==> config.mk <==
export PLATFORM = sky130hd
export DESIGN_NAME = eth_rx_addr_filter_flat
export DESIGN_NICKNAME = d
export VERILOG_FILES = /design/src/rtl/eth_rx_addr_filter_if.sv /design/src/rtl/eth_rx_addr_filter.sv /design/src/flat_wrapper.sv
export SDC_FILE = /design/constraint.sdc
export NUM_CORES = 1
export LEC_CHECK = 0
export BUFFER_PORTS_ARGS = -buffer_cell sky130_fd_sc_hd__buf_2
export CAP_MARGIN = 30
export CORE_ASPECT_RATIO = 1.75
export CORE_MARGIN = 8
export CORE_UTILIZATION = 52
export DETAILED_ROUTE_END_ITERATION = 10
export PLACE_DENSITY = 0.91
export SLEW_MARGIN = 20
export SYNTH_ARGS = -nofsm -noshare
export SYNTH_HDL_FRONTEND = slang
export SYNTH_SLANG_ARGS = --single-unit
==> constraint.sdc <==
create_clock -name rx_clk -period 6.4 [get_ports rx_clk]
set_input_delay 0.32 -clock rx_clk [delete_from_list [all_inputs] [get_ports rx_clk]]
set_output_delay 0.32 -clock rx_clk [all_outputs]
set_load 0.05 [all_outputs]
==> src/rtl/eth_rx_addr_filter_if.sv <==
// ---------------------------------------------------------------------------
// eth_rx_addr_filter_if
//   Byte-enabled 64-bit AXI-Stream link used on both sides of the RX
//   destination-address filter.
//
//   Signals
//     tdata  [63:0]  frame data, byte0 (first on wire) in [7:0]
//     tkeep  [7:0]   byte enables, contiguous from bit 0
//     tlast          last beat of frame
//     tuser          bad-frame flag, meaningful on the tlast beat only
//     tvalid         beat valid (source -> sink)
//     tready         beat accepted (sink -> source)
//
//   Modports
//     master  drives the beat, samples tready
//     slave   samples the beat, drives tready
// ---------------------------------------------------------------------------
interface eth_rx_addr_filter_if;
    logic [63:0] tdata;
    logic [7:0]  tkeep;
    logic        tlast;
    logic        tuser;
    logic        tvalid;
    logic        tready;

    modport master (
        output tdata,
        output tkeep,
        output tlast,
        output tuser,
        output tvalid,
        input  tready
    );

    modport slave (
        input  tdata,
        input  tkeep,
        input  tlast,
        input  tuser,
        input  tvalid,
        output tready
    );
endinterface : eth_rx_addr_filter_if

==> src/rtl/eth_rx_addr_filter.sv <==
// ---------------------------------------------------------------------------
// eth_rx_addr_filter
//   Receive-path destination-address filter sitting between the 10G MAC RX
//   stream and the RX interface FIFO block, entirely in the rx_clk domain.
//     - Whole frames whose destination address matches no accept rule are
//       discarded (still handshaked so the MAC never stalls on them).
//     - Forwarded frames are length-checked; an oversize frame is flagged
//       bad through tuser on its tlast beat.
//     - One registered output stage plus a one-beat skid buffer give full
//       tready backpressure without bubbles.
//
//   Parameters
//     C_LEN_W   width of the byte-length counter and cfg_max_len
//               (counter saturates at 2^C_LEN_W-1)
//     C_STAT_W  width of the statistics counters
//
//   Ports
//     rx_clk             only clock
//     rx_reset           asynchronous, active-high reset
//     mac_rx             slave  stream from the MAC
//     rx_axis_mac        master stream to the interface FIFO block
//     cfg_mac_addr[47:0] station address, [47:40] = first DA byte on wire
//     cfg_promisc        accept every frame of at least 6 bytes
//     cfg_bcast_en       accept the broadcast DA
//     cfg_mcast_en       accept non-broadcast DAs with the I/G bit set
//     cfg_max_len        largest legal frame in bytes, FCS included
//     stat_pass_cnt      frames forwarded
//     stat_drop_cnt      frames rejected by the filter
//     stat_oversize_cnt  forwarded frames flagged oversize
//
//   Build option
//     ETH_RX_FILTER_STATS_EN  when defined, the three stat_* counters exist
//                             and wrap modulo 2^C_STAT_W; otherwise the
//                             stat_* outputs are tied to zero.
// ---------------------------------------------------------------------------
module eth_rx_addr_filter #(
    parameter int C_LEN_W  = 14,
    parameter int C_STAT_W = 32
) (
    input  logic                  rx_clk,
    input  logic                  rx_reset,

    eth_rx_addr_filter_if.slave   mac_rx,
    eth_rx_addr_filter_if.master  rx_axis_mac,

    input  logic [47:0]           cfg_mac_addr,
    input  logic                  cfg_promisc,
    input  logic                  cfg_bcast_en,
    input  logic                  cfg_mcast_en,
    input  logic [C_LEN_W-1:0]    cfg_max_len,

    output logic [C_STAT_W-1:0]   stat_pass_cnt,
    output logic [C_STAT_W-1:0]   stat_drop_cnt,
    output logic [C_STAT_W-1:0]   stat_oversize_cnt
);

    // -----------------------------------------------------------------------
    // Types and constants
    // -----------------------------------------------------------------------
    typedef enum logic [1:0] {
        ST_SOF  = 2'd0,   // waiting for the first beat of a frame
        ST_PASS = 2'd1,   // frame accepted, forwarding the remainder
        ST_DROP = 2'd2    // frame rejected, swallowing the remainder
    } state_t;

    typedef struct packed {
        logic [63:0] data;
        logic [7:0]  keep;
        logic        last;
        logic        user;
    } beat_t;

    localparam logic [C_LEN_W-1:0] LEN_SAT = '1;

    // -----------------------------------------------------------------------
    // State
    // -----------------------------------------------------------------------
    state_t               state_q;
    logic [C_LEN_W-1:0]   len_q;
    logic [C_LEN_W-1:0]   max_len_q;     // cfg_max_len captured at SOF

    beat_t                out_q,        out_d;
    logic                 out_valid_q,  out_valid_d;
    beat_t                skid_q,       skid_d;
    logic                 skid_valid_q, skid_valid_d;
    logic                 in_ready_q,   in_ready_d;

    // -----------------------------------------------------------------------
    // Input handshake
    // -----------------------------------------------------------------------
    logic in_fire;

    // Registered so that tready is low throughout reset and rises on the
    // first edge after release.
    assign mac_rx.tready = in_ready_q;
    assign in_fire       = mac_rx.tvalid & in_ready_q;

    // -----------------------------------------------------------------------
    // Address decision for the first beat
    // -----------------------------------------------------------------------
    logic [47:0] rx_da;
    logic        da_is_bcast;
    logic        sof_accept;

    // The first DA byte on the wire sits in tdata[7:0] but in cfg_mac_addr[47:40].
    always_comb begin
        // NOTE: every variable written in a combinational block gets a default
        // first, so no path leaves it unassigned and no latch is inferred.
        rx_da = '0;
        for (int i = 0; i < 6; i++) begin
            rx_da[47-8*i -: 8] = mac_rx.tdata[8*i +: 8];
        end
    end

    assign da_is_bcast = &rx_da;

    // A first beat shorter than 6 bytes carries no complete DA; it is rejected
    // even in promiscuous mode.
    assign sof_accept = mac_rx.tkeep[5] &
                        ( cfg_promisc
                        | (rx_da == cfg_mac_addr)
                        | (cfg_bcast_en & da_is_bcast)
                        | (cfg_mcast_en & mac_rx.tdata[0] & ~da_is_bcast));

    // -----------------------------------------------------------------------
    // Length accounting
    // -----------------------------------------------------------------------
    logic [3:0]          beat_bytes;
    logic [C_LEN_W-1:0]  len_base;
    logic [C_LEN_W:0]    len_sum;
    logic [C_LEN_W-1:0]  len_next;
    logic [C_LEN_W-1:0]  max_len_eff;
    logic                oversize;

    always_comb begin
        beat_bytes = '0;
        for (int i = 0; i < 8; i++) begin
            beat_bytes = beat_bytes + {3'b000, mac_rx.tkeep[i]};
        end
    end

    // The counter restarts at every SOF beat; the carry bit signals that the
    // running sum has passed the counter range and must saturate.
    assign len_base    = (state_q == ST_SOF) ? '0 : len_q;
    assign len_sum     = {1'b0, len_base} + {{(C_LEN_W-3){1'b0}}, beat_bytes};
    assign len_next    = len_sum[C_LEN_W] ? LEN_SAT : len_sum[C_LEN_W-1:0];

    // A single-beat frame compares against the live limit; longer frames use
    // the limit captured at their SOF so mid-frame changes wait a frame.
    assign max_len_eff = (state_q == ST_SOF) ? cfg_max_len : max_len_q;
    assign oversize    = (len_next > max_len_eff);

    // -----------------------------------------------------------------------
    // Forwarding decision and outgoing beat
    // -----------------------------------------------------------------------
    logic  fwd_en;
    beat_t fwd_beat;

    assign fwd_en = in_fire & (((state_q == ST_SOF) & sof_accept) | (state_q == ST_PASS));

    always_comb begin
        fwd_beat      = '0;
        fwd_beat.data = mac_rx.tdata;
        fwd_beat.keep = mac_rx.tkeep;
        fwd_beat.last = mac_rx.tlast;
        fwd_beat.user = mac_rx.tlast & (mac_rx.tuser | oversize);
    end

    // -----------------------------------------------------------------------
    // Frame FSM and length counter; advance only on accepted input beats
    // -----------------------------------------------------------------------
    always_ff @(posedge rx_clk or posedge rx_reset) begin
        // NOTE: sequential state uses non-blocking assignments so every flop
        // samples pre-edge values regardless of block evaluation order.
        if (rx_reset) begin
            state_q   <= ST_SOF;
            len_q     <= '0;
            max_len_q <= '0;
        end else if (in_fire) begin
            case (state_q)
                ST_SOF: begin
                    max_len_q <= cfg_max_len;
                    len_q     <= mac_rx.tlast ? '0 : len_next;
                    if (mac_rx.tlast) begin
                        state_q <= ST_SOF;
                    end else begin
                        state_q <= sof_accept ? ST_PASS : ST_DROP;
                    end
                end
                ST_PASS: begin
                    len_q <= mac_rx.tlast ? '0 : len_next;
                    if (mac_rx.tlast) begin
                        state_q <= ST_SOF;
                    end
                end
                ST_DROP: begin
                    if (mac_rx.tlast) begin
                        state_q <= ST_SOF;
                    end
                end
                default: begin
                    state_q <= ST_SOF;
                end
            endcase
        end
    end

    // -----------------------------------------------------------------------
    // Output register with one-beat skid buffer
    // -----------------------------------------------------------------------
    logic out_free;

    // The output register may take a new beat when empty or being consumed.
    assign out_free = ~out_valid_q | rx_axis_mac.tready;

    always_comb begin
        out_d        = out_q;
        out_valid_d  = out_valid_q;
        skid_d       = skid_q;
        skid_valid_d = skid_valid_q;

        if (out_free) begin
            if (skid_valid_q) begin
                // Input is stalled while the skid is full, so no new beat
                // competes with the drain.
                out_d        = skid_q;
                out_valid_d  = 1'b1;
                skid_valid_d = 1'b0;
            end else begin
                out_valid_d = fwd_en;
                if (fwd_en) begin
                    out_d = fwd_beat;
                end
            end
        end else if (fwd_en) begin
            skid_d       = fwd_beat;
            skid_valid_d = 1'b1;
        end

        in_ready_d = ~skid_valid_d;
    end

    always_ff @(posedge rx_clk or posedge rx_reset) begin
        // NOTE: the skid data flops are reset along with the output register;
        // the stage is only two beats deep and it keeps the outputs and
        // internal state fully defined the moment reset asserts.
        if (rx_reset) begin
            out_q        <= '0;
            out_valid_q  <= 1'b0;
            skid_q       <= '0;
            skid_valid_q <= 1'b0;
            in_ready_q   <= 1'b0;
        end else begin
            out_q        <= out_d;
            out_valid_q  <= out_valid_d;
            skid_q       <= skid_d;
            skid_valid_q <= skid_valid_d;
            in_ready_q   <= in_ready_d;
        end
    end

    assign rx_axis_mac.tdata  = out_q.data;
    assign rx_axis_mac.tkeep  = out_q.keep;
    assign rx_axis_mac.tlast  = out_q.last;
    assign rx_axis_mac.tuser  = out_q.user;
    assign rx_axis_mac.tvalid = out_valid_q;

    // -----------------------------------------------------------------------
    // Statistics
    // -----------------------------------------------------------------------
`ifdef ETH_RX_FILTER_STATS_EN
    logic                pass_evt;
    logic                drop_evt;
    logic                ovs_evt;
    logic [C_STAT_W-1:0] pass_cnt_q;
    logic [C_STAT_W-1:0] drop_cnt_q;
    logic [C_STAT_W-1:0] ovs_cnt_q;

    // Events are counted where the beat is accepted from the MAC; the skid
    // stage never loses or duplicates a forwarded beat.
    assign pass_evt = fwd_en & mac_rx.tlast;
    assign ovs_evt  = pass_evt & oversize;
    assign drop_evt = in_fire & (state_q == ST_SOF) & ~sof_accept;

    always_ff @(posedge rx_clk or posedge rx_reset) begin
        if (rx_reset) begin
            pass_cnt_q <= '0;
            drop_cnt_q <= '0;
            ovs_cnt_q  <= '0;
        end else begin
            if (pass_evt) pass_cnt_q <= pass_cnt_q + 1'b1;
            if (drop_evt) drop_cnt_q <= drop_cnt_q + 1'b1;
            if (ovs_evt)  ovs_cnt_q  <= ovs_cnt_q + 1'b1;
        end
    end

    assign stat_pass_cnt     = pass_cnt_q;
    assign stat_drop_cnt     = drop_cnt_q;
    assign stat_oversize_cnt = ovs_cnt_q;
`else
    assign stat_pass_cnt     = '0;
    assign stat_drop_cnt     = '0;
    assign stat_oversize_cnt = '0;
`endif

endmodule : eth_rx_addr_filter

==> src/flat_wrapper.sv <==
// flat-port wrapper written by rule: the top's interface ports become plain ports
module eth_rx_addr_filter_flat 
#(
    parameter int C_LEN_W  = 14,
    parameter int C_STAT_W = 32
)
  (rx_clk, rx_reset, cfg_mac_addr, cfg_promisc, cfg_bcast_en, cfg_mcast_en, cfg_max_len, stat_pass_cnt, stat_drop_cnt, stat_oversize_cnt, mac_rx_tdata, mac_rx_tkeep, mac_rx_tlast, mac_rx_tuser, mac_rx_tvalid, mac_rx_tready, rx_axis_mac_tdata, rx_axis_mac_tkeep, rx_axis_mac_tlast, rx_axis_mac_tuser, rx_axis_mac_tvalid, rx_axis_mac_tready);
  eth_rx_addr_filter_if mac_rx_i ();
  eth_rx_addr_filter_if rx_axis_mac_i ();
  input  logic rx_clk;
  input  logic rx_reset;
  input  logic [47:0] cfg_mac_addr;
  input  logic cfg_promisc;
  input  logic cfg_bcast_en;
  input  logic cfg_mcast_en;
  input  logic [C_LEN_W-1:0] cfg_max_len;
  output logic [C_STAT_W-1:0] stat_pass_cnt;
  output logic [C_STAT_W-1:0] stat_drop_cnt;
  output logic [C_STAT_W-1:0] stat_oversize_cnt;
  input wire logic [$bits(mac_rx_i.tdata)-1:0] mac_rx_tdata;
  input wire logic [$bits(mac_rx_i.tkeep)-1:0] mac_rx_tkeep;
  input wire logic [$bits(mac_rx_i.tlast)-1:0] mac_rx_tlast;
  input wire logic [$bits(mac_rx_i.tuser)-1:0] mac_rx_tuser;
  input wire logic [$bits(mac_rx_i.tvalid)-1:0] mac_rx_tvalid;
  output wire logic [$bits(mac_rx_i.tready)-1:0] mac_rx_tready;
  output wire logic [$bits(rx_axis_mac_i.tdata)-1:0] rx_axis_mac_tdata;
  output wire logic [$bits(rx_axis_mac_i.tkeep)-1:0] rx_axis_mac_tkeep;
  output wire logic [$bits(rx_axis_mac_i.tlast)-1:0] rx_axis_mac_tlast;
  output wire logic [$bits(rx_axis_mac_i.tuser)-1:0] rx_axis_mac_tuser;
  output wire logic [$bits(rx_axis_mac_i.tvalid)-1:0] rx_axis_mac_tvalid;
  input wire logic [$bits(rx_axis_mac_i.tready)-1:0] rx_axis_mac_tready;
  assign mac_rx_i.tdata = mac_rx_tdata;
  assign mac_rx_i.tkeep = mac_rx_tkeep;
  assign mac_rx_i.tlast = mac_rx_tlast;
  assign mac_rx_i.tuser = mac_rx_tuser;
  assign mac_rx_i.tvalid = mac_rx_tvalid;
  assign mac_rx_tready = mac_rx_i.tready;
  assign rx_axis_mac_tdata = rx_axis_mac_i.tdata;
  assign rx_axis_mac_tkeep = rx_axis_mac_i.tkeep;
  assign rx_axis_mac_tlast = rx_axis_mac_i.tlast;
  assign rx_axis_mac_tuser = rx_axis_mac_i.tuser;
  assign rx_axis_mac_tvalid = rx_axis_mac_i.tvalid;
  assign rx_axis_mac_i.tready = rx_axis_mac_tready;
  eth_rx_addr_filter #(.C_LEN_W(C_LEN_W), .C_STAT_W(C_STAT_W)) u_core (.rx_clk(rx_clk), .rx_reset(rx_reset), .mac_rx(mac_rx_i), .rx_axis_mac(rx_axis_mac_i), .cfg_mac_addr(cfg_mac_addr), .cfg_promisc(cfg_promisc), .cfg_bcast_en(cfg_bcast_en), .cfg_mcast_en(cfg_mcast_en), .cfg_max_len(cfg_max_len), .stat_pass_cnt(stat_pass_cnt), .stat_drop_cnt(stat_drop_cnt), .stat_oversize_cnt(stat_oversize_cnt));
endmodule
==> results of run 1 <==
==> registers in the layout, summed over array words and instances (netlist names) <==
name,cells
u_core.rx_axis_mac.tvalid,1
u_core.rx_axis_mac.tuser,1
u_core.rx_axis_mac.tdata,64
u_core.skid_valid_q,1
u_core.rx_axis_mac.tlast,1
u_core.len_q,14
u_core.rx_axis_mac.tkeep,8
u_core.state_q,2
u_core.skid_q,74
u_core.max_len_q,14
u_core.mac_rx.tready,1
==> worst max-delay path: cells and delay by family <==
family / cells / cell delay, ns
AO/OA/AOI/OAI: 6 / 1.10
adder cells (fa/ha/maj): 7 / 2.90
buffers and inverters: 2 / 0.16
multiplexers: 2 / 0.53
AND/OR/NAND/NOR: 5 / 1.08
==> logic make-up after synthesis <==
group           after synthesis
mux                         230
flops                       181
buf+inv                     153
simple gates                117
compound gates               77
xor+xnor                     59
fa+ha+maj                    28
other cells                   1
==> cells in the mapped netlist (4+ instances only) <==
| cell | instances |
|---|---|
| mux2_2 | 210 |
| a21oi_1 | 9 |
| buf_4 | 97 |
| buf_6 | 13 |
| nor4_1 | 6 |
| nor2b_1 | 12 |
| inv_1 | 21 |
| dfrtp_1 | 181 |
| mux2_1 | 6 |
| clkbuf_1 | 19 |
| ha_1 | 23 |
| nor2_1 | 12 |
| o31ai_1 | 4 |
| nand4_1 | 29 |
| o21ai_0 | 34 |
| a22o_1 | 12 |
| fa_1 | 5 |
| nand3_1 | 8 |
| mux2i_1 | 14 |
| xor2_1 | 5 |
| nand2b_1 | 4 |
| nand2_1 | 38 |
| a21o_1 | 6 |
| xnor2_1 | 54 |
==> what timing repair did <==
item,CTS,global route
endpoints found under the hold margin,46,0
hold buffers,1,0
resized for setup,0,0
==> per-layer routing <==
metal,vias up,wire length [um]
met2,350,14460
li1,3210,-
met4,0,1936
met3,108,1932
met5,-,0
met1,3523,9429
==> cells in the final DEF, fill, tap and decap left out, drive strengths merged, types with 18 or more instances in the layout <==
cell	n
nand2	38
buf	227
xnor2	54
ha	23
conb	96
inv	29
mux2	216
clkbuf	18
o21ai	36
dfrtp	181
nand4	29
==> power by group <==
group,switching (uW),total [uW],leakage (uW),internal [uW]
clock,477,1120,0.000299,638
sequential,262,1910,0.00223,1640
combinational,1670,2470,0.00310,791
total,2410,5490,0.00563,3070
==> through the flow <==
| stage | hold slack (ns) | util | setup slack [ns] | area [um2] | std cells |
|---|---|---|---|---|---|
| floorplan | 0.4369 | - | 0.7380 | 10520 | 941 |
| global placement | 0.3636 | 0.5752 | 0.3172 | 11040 | 1276 |
| detailed placement | 0.3673 | 0.5754 | 0.2069 | 11050 | 1276 |
| CTS | 0.1107 | 0.6086 | 0.6464 | 11680 | 1309 |
| global route | 0.1111 | 0.6104 | 0.3579 | 11720 | 1313 |
| finish | 0.1298 | 0.6104 | 0.6107 | 11720 | 1313 |
==> final timing paths <==
| path | to | slack, ns | start |
|---|---|---|---|
| worst min register to register | u_core.len_q[0] | 0.47 | u_core.len_q[0] |
| min in group asynchronous | u_core.rx_axis_mac.tdata[58] | 0.49 | rx_reset |
| max in group asynchronous | u_core.rx_axis_mac.tdata[21] | 4.70 | rx_reset |
| worst max register to register | u_core.rx_axis_mac.tuser | 1.51 | u_core.state_q[0] |
| worst min-delay path | u_core.skid_q[59] | 0.13 | mac_rx_tdata[49] |
| worst max-delay path | u_core.rx_axis_mac.tuser | 0.61 | mac_rx_tkeep[0] |
==> final cells by class <==
cell class / count / area [um2] / area share
Antenna cell: 3 / 7.507 / 0.0006406
Clock buffer: 18 / 439.2 / 0.03748
Inverter: 21 / 83.83 / 0.007154
Timing Repair Buffer: 228 / 1201 / 0.1025
Multi-Input combinational cell: 607 / 4965 / 0.4237
Clock inverter: 14 / 187.7 / 0.01602
Sequential cell: 181 / 4533 / 0.3868
Tap cell: 241 / 301.5 / 0.02573
==> flow_summary_export.csv, run 1 <==
group,metric,value,unit
run_status,outcome,"complete, no violations",
logic_synthesis,yosysTopAreaCellShare,0.4458,
logic_synthesis,mappedNetlistArea,10160,um2
power,power.total,5486,uW
timing,hold_violations,0,
worst_setup_path,crit_fanout,8,
drt,vias,7191,
floorplan,die_x,121.7,um
logic_synthesis,ys.flop_type,"dfrtp_1",
timing,clock.fmax,172.7,MHz
cts,cts_setup_buffers,0,
cts,cts_made_buffers,17,
timing,max-slew-margin-rel,0.3417,
cts,htreeDepth,4,
logic_synthesis,synth-compound-area-share,0.04938,
grt,grt_max_degree,72,
logic_synthesis,synth_fa_ha_area_frac,0.03818,
logic_synthesis,yosysSeqAreaShare,0.4458,
logic_synthesis,async_flop_share,1.000,
timing,fin_crit_sh,0.9046,
logic_synthesis,postSynthCellCount,846,
grt,use_met3,0.05013,
cts,clock-sinks,181,
floorplan,dieArea,24440,um2
timing,worst_pin_slew,0.9874,ns
timing,setup_viol,0,
drt,first_iter_violations,435,
drt,drc_errors,0,
worst_setup_path,crit_type,"in2reg",
timing,rsz0062_at_grt,"false",
worst_setup_path,cp.arrival,6.10,ns
floorplan,core_area,19200,um2
placement,numPortBuffers,218,
grt,antenna_found_initial,3,
logic_synthesis,postSynthRegisterBits,181,
cts,path_clk_slew,0.07,ns
worst_setup_path,cpMostUsedCell,"fa_1",
logic_synthesis,ys.warnings.count,0,
cts,cts_tree,"built",
grt,grt_pass1_vias,7814,
finish,nets,1227,
worst_setup_path,worst_setup_path_end_kind,"register",
logic_synthesis,synth_edf_count,0,
worst_setup_path,max_stage_delay,0.50,ns
placement,dpl.hpwl,21050,um
drt,viasPerCell,5.477,
power,leakage,0.005629,uW
timing,fin_worst_skew,0.007726,ns
drt,wire_per_inst,21.14,um
grt,use_met2,0.3908,
floorplan,fp-row-count,67,
worst_setup_path,critPathSlowestCell,"fa_1",
logic_synthesis,synthDistinctLibCells,44,
floorplan,ios,315,
worst_setup_path,crit_chain,"buf_2, ha_1, inv_1, fa_1, fa_1, fa_1, fa_1, fa_1, nor2b_1, o21ai_0, nor2b_1, nor4_2, nand3_1, o21ai_0, ha_1, a21o_1, nand3_1, a21oi_1, a2111oi_0, a21oi_1, mux2_2, mux2_2",
timing,finalMaxSlewViolations,0,
cts,worstSkewPairLatency,0.43,ns
placement,gp_congestion,0.8857,
grt,grt_first_pass_wirelength,42330,um
logic_synthesis,avgSynthCellArea,12.01,um2
drt,drt-pass1-iter-count,6,
timing,tns,0,ns
finish,syn_to_final_growth,15.34,%
power,peakVddDrop,0.0003879,V
grt,met1_usage,0.2274,
worst_setup_path,crit_path_start_kind,"input port",
grt,grt_busiest_layer,"met2",
logic_synthesis,synthTopCellsByArea,"dfrtp_1 (45%), mux2_2 (23%), buf_4 (7.2%)",
worst_setup_path,rr_worst_depth,20,
logic_synthesis,synth_top_family_by_area,"multiplexers",
logic_synthesis,synth_xor_area_frac,0.05086,
finish,drive_gt1_frac,0.4462,
grt,groute.usage.overall,0.2252,
finish,fill_cells,1502,
job,drv_cap,0,
drt,ant_nets,0,
timing,post-route-min-period,5.789,ns
power,power_density,468.1,nW/um2
worst_setup_path,crit_required,6.71,ns
worst_hold_path,holdCritPathClass,"in2reg",
logic_synthesis,synth-simple-area-share,0.06010,
cts,clock_path_buffers,2,
floorplan,start_util,0.5292,
cts,ctsRootBufferMaster,"clkbuf_16",
drt,routed_wl,27760,um
grt,grt.overflow.total,0,
logic_synthesis,synth_top_area_cell,"dfrtp_1",
worst_hold_path,holdPathStages,2,
floorplan,die_h,200.9,um
logic_synthesis,synth_mux_area_frac,0.2532,
(Power assumes the default switching activity.)
==> run 2: changes to the inputs <==
--- a/config.mk
+++ b/config.mk
@@ -11,6 +11,7 @@
 export CORE_MARGIN = 8
 export CORE_UTILIZATION = 52
 export DETAILED_ROUTE_END_ITERATION = 10
+export HOLD_SLACK_MARGIN = 0.05
 export PLACE_DENSITY = 0.91
 export SLEW_MARGIN = 20
 export SYNTH_ARGS = -nofsm -noshare
==> constraint.sdc (replaced) <==
create_clock -name rx_clk -period 5.88 [get_ports rx_clk]
set_input_delay 0.294 -clock rx_clk [delete_from_list [all_inputs] [get_ports rx_clk]]
set_output_delay 0.294 -clock rx_clk [all_outputs]
set_load 0.05 [all_outputs]
==> run 2 against run 1 <==
Against the previous run:
- clock power barely moved
- clock-buffer cell count is 1 higher
- sequential power rose by 8%
- utilization rose by 0.065 points
- via count about the same
- combinational power rose by 8.1%
- total power rose by 6.6%
- die area unchanged
- first-iteration DRC count rose by 14%
- critical endpoint unchanged
- critical path type unchanged
- hold slack got worse by 0.067 ns
==> flow_summary_export.csv, run 2 (synthesized netlist as in run 1, its figures left out) <==
group,metric,value,unit
run_status,outcome,"complete, no violations",
power,switching_share,0.4428,
cts,path_clk_slew,0.07,ns
floorplan,fp-row-count,67,
finish,syn_to_final_growth,15.47,%
power,leakage,0.005641,uW
timing,max-slew-margin-rel,0.4140,
placement,placedInstanceArea,11140,um2
worst_setup_path,max_stage_delay,0.50,ns
worst_setup_path,crit_buf_inv,3,
grt,groute.usage.overall,0.2229,
power,power_density,498.5,nW/um2
floorplan,dieArea,24440,um2
finish,fill_cells,1531,
drt,viasPerCell,5.444,
timing,worst_pin_slew,0.8768,ns
floorplan,start_util,0.5292,
worst_setup_path,crit_required,6.20,ns
timing,post-route-min-period,5.548,ns
grt,antenna_found_initial,3,
worst_setup_path,crit_type,"in2reg",
placement,gp_congestion,0.8999,
drt,routed_wl,27520,um
finish,postLayoutCoreUtil,0.6111,
cts,cts_made_buffers,17,
timing,hold_violations,0,
drt,drt-pass1-iter-count,4,
floorplan,die_h,200.9,um
worst_setup_path,crit_family,"adder cells",
power,p_comb_frac,0.457,
drt,first_iter_violations,497,
drt,ant_nets,0,
worst_setup_path,crit_fanout,8,
timing,rsz0062_at_grt,"false",
finish,regMostFlops,"u_core.skid_q",
timing,clock.fmax,180.2,MHz
drt,wire_per_inst,20.84,um
power,p_seq_frac,0.354,
placement,dpl.hpwl,21130,um
power,clkPwrFrac,0.189,
grt,grt_first_pass_wirelength,41860,um
cts,clock_path_buffers,2,
finish,drive_gt1_frac,0.4498,
cts,cts_tree,"built",
cts,clock-sinks,181,
drt,drc_errors,0,
grt,grt_pass1_vias,7738,
worst_setup_path,worst_setup_path_end_kind,"register",
drt,vias,7186,
worst_setup_path,crit_path_start_kind,"input port",
grt,grt.overflow.total,0,
worst_hold_path,holdCritPathClass,"in2async",
power,peakVddDrop,0.0003563,V
power,switchingPower,2589,uW
timing,finalMaxSlewViolations,0,
timing,fin_crit_sh,0.9436,
power,p_int,3259,uW
placement,numPortBuffers,218,
worst_setup_path,cp.arrival,5.87,ns
floorplan,ios,315,
cts,worstSkewPairLatency,0.43,ns
cts,hold_buffers,0,
finish,final_cell_mix,"buf_2 (218), mux2_2 (210), dfrtp_1 (180), conb_1 (96), xnor2_1 (54)",
grt,grt_max_degree,98,
job,drv_cap,0,
worst_setup_path,critPathSlowestCell,"fa_1",
timing,setup_viol,0,
finish,fin_area,11730,um2
floorplan,die_x,121.7,um
floorplan,core_area,19200,um2
timing,fin_worst_skew,0.008014,ns
worst_setup_path,cpMostUsedCell,"fa_1",
finish,layout_commonest_cell,"buf_2",
finish,nets,1234,
worst_setup_path,crit_chain,"buf_2, ha_1, inv_1, fa_1, fa_1, fa_1, fa_1, fa_1, nor2b_1, o21ai_0, nor2b_1, nor4_2, nand3_2, buf_4, nand2_1, ha_1, a21o_1, a21oi_1, nor2b_1, o31ai_1, a21oi_1, mux2_2, mux2_2",
cts,ctsRootBufferMaster,"clkbuf_16",
finish,largest_register_ffs,74,
cts,htreeDepth,4,
-- run 2: cell type report --
| type | instances | area (um2) | share of cell area |
|---|---|---|---|
| multi-input combinational | 607 | 4966 | 0.4233 |
| sequential | 181 | 4533 | 0.3864 |
| timing repair buffer | 235 | 1271 | 0.1084 |
| clock buffer | 19 | 442.9 | 0.03776 |
| tap | 241 | 301.5 | 0.02570 |
| clock inverter | 13 | 125.1 | 0.01067 |
| inverter | 21 | 83.83 | 0.007146 |
| antenna | 3 | 7.507 | 0.0006399 |
-- run 2: power by group through the flow --
stage          sequential (uW)  combinational [uW]  clock (uW)
2_1_floorplan             2940                1170           0
3_3_place_gp              2040                2610           0
3_5_place_dp              2080                2680           0
4_1_cts                   2060                2690        1120
5_1_grt                   2130                2820        1170
6_report                  2070                2670        1100
-- run 2: timing repair --
action,CTS,global route
buffers inserted,0,1
gates resized for setup,0,1
setup endpoints to repair,0,1
-- run 2: path summary, 6_finish.rpt --
kind / startpoint / endpoint / slack (ns) / cells past startpoint
setup / recovery: mac_rx_tkeep[0] / u_core.rx_axis_mac.tuser / 0.33 / 23
hold / removal: rx_reset / u_core.skid_q[2] / 0.06 / 2
min in group rx_clk: mac_rx_tdata[49] / u_core.skid_q[59] / 0.10 / 2
hold reg to reg: u_core.max_len_q[3] / u_core.max_len_q[3] / 0.48 / 2
setup reg to reg: u_core.state_q[0] / u_core.rx_axis_mac.tuser / 1.29 / 21
max in group asynchronous: rx_reset / u_core.skid_q[22] / 4.64 / 3
-- run 2: stage by stage --
| step | total power, uW | hold slack (ns) | worst slack (ns) | cells | TNS, ns |
|---|---|---|---|---|---|
| final | 5848 | 0.06267 | 0.3318 | 1320 | 0 |
| after global routing | 6121 | 0.09269 | 0.01918 | 1320 | 0 |
| after CTS | 5883 | 0.06798 | 0.2939 | 1315 | 0 |
| after detailed placement | 4764 | 0.4612 | -0.1948 | 1283 | -0.1948 |
| after global placement | 4648 | 0.4542 | -0.05619 | 1280 | -0.05619 |
| after floorplan | 4111 | 0.4257 | 0.2440 | 941 | 0 |
-- run 2: worst register-to-register path: stages, from the launching register on --
cell and delay [ns]:
dfrtp_1 0.37, inv_1 0.05, ha_1 0.37, nor2b_1 0.24
ha_1 0.19, inv_1 0.05, fa_1 0.38, nor2b_1 0.19
o21ai_0 0.12, nor2b_1 0.17, nor4_2 0.30, nand3_2 0.21
buf_4 0.21, nand2_1 0.09, ha_1 0.25, a21o_1 0.17
a21oi_1 0.15, nor2b_1 0.09, o31ai_1 0.25, a21oi_1 0.12
mux2_2 0.27, mux2_2 0.25
-- run 2: per-layer routing --
metal | GRT usage | vias up | wire length [um]
met5 | 0 | - | 0
met4 | 0.1661 | 0 | 1903
met3 | 0.05182 | 96 | 2047
met2 | 0.3865 | 365 | 14260
met1 | 0.2245 | 3498 | 9309
li1 | - | 3227 | -
